**config.mk**
```make
export PLATFORM = sky130hd
export DESIGN_NAME = port_traffic_gen
export DESIGN_NICKNAME = d
export VERILOG_FILES = /design/src/rtl/port_traffic_gen.sv
export SDC_FILE = /design/constraint.sdc
export NUM_CORES = 1
export LEC_CHECK = 0
export ABC_CLOCK_PERIOD_IN_PS = 2300
export CAP_MARGIN = 5
export CELL_PAD_IN_SITES_DETAIL_PLACEMENT = 0
export CELL_PAD_IN_SITES_GLOBAL_PLACEMENT = 1
export CORE_MARGIN = 5
export CORE_UTILIZATION = 25
export DETAILED_ROUTE_END_ITERATION = 12
export PLACE_DENSITY = 0.62
export SYNTH_ARGS = -nofsm -noshare
export SYNTH_HDL_FRONTEND = slang
export SYNTH_SLANG_ARGS = --single-unit
```
**constraint.sdc**
```tcl
create_clock -name clk -period 2.3 [get_ports clk]
set_input_delay 0.23 -clock clk [delete_from_list [all_inputs] [get_ports clk]]
set_output_delay 0.23 -clock clk [all_outputs]
set_load 0.02 [all_outputs]
```
**src/rtl/port_traffic_gen.sv**
```systemverilog
// LFSR-driven packet source for one switch input port: programmed packet count, idle gap, launch/drop counters.
// Optional BACKPRESSURE_EN macro: hold the packet while port_full=1 instead of launching into a full FIFO.
module port_traffic_gen #(
  parameter int          PORT_ID   = 0,
  parameter int          NUM_PORTS = 4,
  parameter int          DATA_W    = 8,
  parameter int          CNT_W     = 16,
  parameter logic [15:0] LFSR_SEED = 16'hACE1
) (
  input  logic                 clk,
  input  logic                 rst,
  input  logic                 start,
  input  logic [CNT_W-1:0]     num_pkts,
  input  logic [3:0]           gap,
  input  logic [1:0]           mode,
  input  logic [NUM_PORTS-1:0] fixed_target,
  input  logic                 port_full,
  output logic                 valid_in,
  output logic [3:0]           source_in,
  output logic [NUM_PORTS-1:0] target_in,
  output logic [DATA_W-1:0]    data_in,
  output logic                 busy,
  output logic                 done,
  output logic [CNT_W-1:0]     sent_cnt,
  output logic [CNT_W-1:0]     drop_cnt
);

  typedef enum logic [1:0] {IDLE, SEND, GAP, FIN} state_t;

  localparam logic [NUM_PORTS-1:0] SELF     = NUM_PORTS'(1) << PORT_ID;
  localparam logic [NUM_PORTS-1:0] FALLBACK = NUM_PORTS'(1) << ((PORT_ID + 1) % NUM_PORTS);
  localparam logic [CNT_W-1:0]     CNT_MAX  = {CNT_W{1'b1}};

  state_t               r_state, w_next;
  logic [15:0]          r_lfsr, w_lfsr_nxt;
  logic [CNT_W-1:0]     r_remain, r_sent, r_drop;
  logic [3:0]           r_gap, r_gcnt;
  logic [1:0]           r_mode, w_mode;
  logic [NUM_PORTS-1:0] r_target, w_raw, w_masked, w_target;
  logic [DATA_W-1:0]    r_data;
  logic                 w_start, w_launch, w_load;

  assign w_start = (r_state == IDLE) && start;
`ifdef BACKPRESSURE_EN
  assign w_launch = (r_state == SEND) && !port_full;
`else
  assign w_launch = (r_state == SEND);
`endif
  assign w_load     = (w_start && num_pkts != '0) || (w_launch && r_remain != '0);
  assign w_lfsr_nxt = {r_lfsr[0] ^ r_lfsr[2] ^ r_lfsr[3] ^ r_lfsr[5], r_lfsr[15:1]};

  // Packet 1 is loaded in the start cycle, before r_mode has been captured.
  assign w_mode = (r_state == IDLE) ? mode : r_mode;

  always_comb begin
    w_raw = r_lfsr[NUM_PORTS-1:0];
    case (w_mode)
      2'b01:   w_raw = fixed_target;
      2'b10:   w_raw = '1;
      default: w_raw = r_lfsr[NUM_PORTS-1:0];
    endcase
  end

  assign w_masked = w_raw & ~SELF;
  assign w_target = (w_masked == '0) ? FALLBACK : w_masked;

  always_comb begin
    w_next = r_state;
    case (r_state)
      IDLE: if (start) w_next = (num_pkts == '0) ? FIN : SEND;
      SEND: if (w_launch) begin
        if (r_remain == '0)   w_next = FIN;
        else if (r_gap != '0) w_next = GAP;
      end
      GAP:     if (r_gcnt == 4'd1) w_next = SEND;
      FIN:     w_next = IDLE;
      default: w_next = IDLE;
    endcase
  end

  always_ff @(posedge clk) begin
    if (rst) begin
      r_state  <= IDLE;
      r_lfsr   <= LFSR_SEED;
      r_remain <= '0;
      r_sent   <= '0;
      r_drop   <= '0;
      r_gap    <= '0;
      r_gcnt   <= '0;
      r_mode   <= '0;
      r_target <= '0;
      r_data   <= '0;
    end else begin
      r_state <= w_next;
      if (w_start) begin
        r_gap    <= gap;
        r_mode   <= mode;
        r_sent   <= '0;
        r_drop   <= '0;
        r_remain <= num_pkts - 1'b1;
      end
      if (w_launch) begin
        if (r_sent != CNT_MAX)  r_sent   <= r_sent + 1'b1;
        if (r_remain != '0)     r_remain <= r_remain - 1'b1;
`ifndef BACKPRESSURE_EN
        if (port_full && r_drop != CNT_MAX) r_drop <= r_drop + 1'b1;
`endif
        r_gcnt <= r_gap;
      end
      if (r_state == GAP) r_gcnt <= r_gcnt - 1'b1;
      if (w_load) begin
        r_target <= w_target;
        r_data   <= r_lfsr[15:16-DATA_W];
        r_lfsr   <= w_lfsr_nxt;
      end
    end
  end

  assign valid_in  = w_launch;
  assign source_in = 4'(PORT_ID);
  assign target_in = r_target;
  assign data_in   = r_data;
  assign busy      = (r_state != IDLE);
  assign done      = (r_state == FIN);
  assign sent_cnt  = r_sent;
  assign drop_cnt  = r_drop;

endmodule

```
==> summary.md <==
| Metric | Value |
|---|---|
| Syn. warnings | 0 |
| GRT Residual Overflow | 0 |
| Reg2Reg Setup Slack | 50 ps |
| Worst-skew pair later-pin latency | 340 ps |
| Root Buffer | clkbuf_16 |
| Vias per cell | 4.91 |
| RSZ-0062 raised after global routing | true |
| Worst-path clk slew | 70 ps |
| Crit. End Element | flop |
| Yosys cell types | 67 |
| Hold buffers post-CTS | 0 |
| Pleak | 0.00228 µW |
| Hold_ws | 300 ps |
| N_diodes | 0 |
| # setup viols final | 0 |
| Worst Path Max Fanout | 24 |
| Max-cap violations | 0 |
| Slew margin rel. | 60.5% |
| Synth Register Bits | 83 |
| Dominant synthesized flop cell | dfxtp_1 |
| Via count | 4408 |
| H-tree depth | 3 |
| Setup Crit Path Kind | reg2reg |
| Die area | 21000 µm² |
| Clock skew | 6.68 ps |
| Starting Density | 25.3% |
| Register area share after synthesis | 36.5% |
| I/O Buffers | 74 |
| Ports | 81 |
| Final WL | 13700 µm |
| Fin crit share | 98.0% |
| Die Width | 145 µm |
| WP data arrival | 2490 ps |
| Post-synth EDFFs | 0 |
| Synth Area per Inst | 8.25 µm² |
| Inst Count DP | 880 |
| HP Class | in2reg |
| Tmin final | 2250 ps |
| Routed len/inst | 15.3 µm |
| Die Y | 145 µm |
| Hpwl dp | 10100 µm |
| Number of clock buffers inserted by TritonCTS | 9 |
| Row cnt | 49 |
| Pre-CTS setup slack | -71.5 ps |
| Synth Instances | 551 |
| Fmax | 0.444 GHz |
| Slew @ Worst Pin | 588 ps |
| Register area | 1660 µm² |
| DRC Markers | 0 |
| Status | finished, final reports clean |
| Max-slew violations | 0 |
| Critical path launch point type | flop |
| GRT Total Usage | 13.2% |
| # fillers | 1875 |
| Detail Route Antenna Nets | 0 |
| Placer congestion estimate | 0.837 |
| CORE AREA | 18000 µm² |
| CTS tree | done |
| Share of cells above drive strength 1 | 15.4% |
| Required time worst endpoint | 2540 ps |
| Footprint of the multi-input gates | 2650 µm² |
| Area grow syn2layout | 36.3% |
| Commonest non-fill, non-tap cell in the layout | dfxtp_1 |
| Clock Sinks | 83 |
| Clock buffer depth | 2 |
| Largest net degree at the start of global routing | 46 |
| Non-Filler Instances | 898 |
| Async SR Flop Fraction | 0% |
| Hold Vio Cnt, Final | 0 |
| Global-route wire length before repair | 22000 µm |
| Most frequent cells in the layout | dfxtp_1 (83), clkdlybuf4s50_1 (73), buf_4 (60), nand2_1 (53), nor2_1 (51) |
| Fin nets | 707 |
| Drt initial violations | 279 |
| Drt pass-1 iters | 4 |
| Setup WS post-layout | 46.3 ps |
| P per Cell Area | 1120 nW/µm² |
| Number of global-route vias before repair | 4266 |
| Peak supply drop | 447 µV |
| Initial antenna violation count | 0 |
| Synthesized area | 4550 µm² |
-- cell usage after synthesis, types with 2 or more instances --
cell type | count | area share (%)
o21ai_0 | 27 | 3.0
nor2_1 | 51 | 4.2
and4_1 | 3 | 0.58
nor3b_1 | 3 | 0.50
a41oi_1 | 2 | 0.39
clkbuf_1 | 21 | 1.7
o21bai_1 | 2 | 0.33
o221a_2 | 2 | 0.50
a31o_2 | 6 | 1.2
nand4b_1 | 2 | 0.39
ha_1 | 13 | 3.6
inv_1 | 16 | 1.3
xnor2_1 | 17 | 3.3
xor2_1 | 20 | 3.9
buf_2 | 5 | 0.55
o211ai_1 | 6 | 0.99
or4_1 | 5 | 0.83
o31a_1 | 2 | 0.39
nor4_1 | 9 | 1.2
a31oi_1 | 14 | 1.9
a22oi_1 | 2 | 0.33
o31ai_1 | 2 | 0.33
or4b_1 | 2 | 0.44
nand3_1 | 25 | 2.8
nor3_1 | 17 | 1.9
dfxtp_1 | 83 | 37
buf_4 | 9 | 1.5
a21o_1 | 3 | 0.50
a32oi_1 | 2 | 0.39
o21ai_2 | 2 | 0.39
a21oi_1 | 35 | 3.9
a211oi_1 | 5 | 0.83
o2111ai_1 | 2 | 0.39
and2_1 | 4 | 0.55
mux2i_1 | 9 | 2.0
o21ai_1 | 4 | 0.44
or3_1 | 6 | 0.83
a221oi_2 | 2 | 0.66
nand2_1 | 53 | 4.4
buf_6 | 4 | 0.99
nor4b_1 | 3 | 0.58
nand4_1 | 16 | 2.2
and3_1 | 11 | 1.5
-- power breakdown --
group / switching (µW) / internal (µW)
clock network: 648 / 962
registers: 224 / 1750
logic: 1900 / 1450
-- worst max-delay path: stages, from the launching register on --
cell	delay (ps)
dfxtp_1	310
inv_1	50
ha_1	160
or4b_4	520
o41a_1	400
buf_12	200
nor2_4	180
nor2_1	80
o221a_2	240
-- worst paths after layout --
check,endpoint,from,cells past startpoint
hold reg to reg,r_mode[1],r_mode[1],2
setup / recovery,r_remain[8],r_remain[0],8
setup reg to reg,r_remain[8],r_remain[0],8
hold / removal,sent_cnt[7],rst,4
-- registers in the layout (all words and copies together), names as in the netlist --
signal,flops
drop_cnt,16
r_lfsr,16
data_in,4
r_gcnt,4
r_remain,16
sent_cnt,16
r_state,2
r_mode,2
target_in,3
r_gap,4
-- routing by layer --
metal	global-route usage (%)	wire, µm	vias up
met1	17.2	6310	2081
met2	21.0	6450	82
li1	-	-	2228
met3	3.12	692	17
met5	0	0	-
met4	5.25	265	0
-- logic make-up after synthesis --
group,share of synthesized area [%]
AOI/OAI and AO/OA,20.1
xor gates and xnor gates,7.13
adders and majority gates,3.58
buffers and inverters,6.16
DFF,36.5
muxes,2.23
other,0.0825
and+or+nand+nor,24.2
-- layout make-up --
type | count | area share (%)
timing repair buffer | 136 | 19.6
multi-input combinational | 417 | 42.7
tap | 229 | 4.62
clock buffer | 9 | 3.63
clock inverter | 7 | 1.59
inverter | 17 | 1.03
sequential | 83 | 26.8
-- repair_timing --
| action | in CTS | in global routing |
|---|---|---|
| buffers inserted | 0 | 1 |
| resized for setup | 2 | 2 |
| endpoints found under the setup margin | 5 | 7 |
| gates cloned | 0 | 1 |
| pin swaps | 0 | 3 |
-- stage by stage --
step	utilization [%]	area (µm²)	TNS, ps	total power [µW]
floorplan	-	4560	0	4120
global placement	32.5	5840	-442	5210
detailed placement	32.5	5840	-596	5250
CTS	34.4	6170	0	6930
global route	34.5	6200	-13.8	7410
finish	34.5	6200	0	6940
Note: power is estimated with default switching activity, not from simulation.
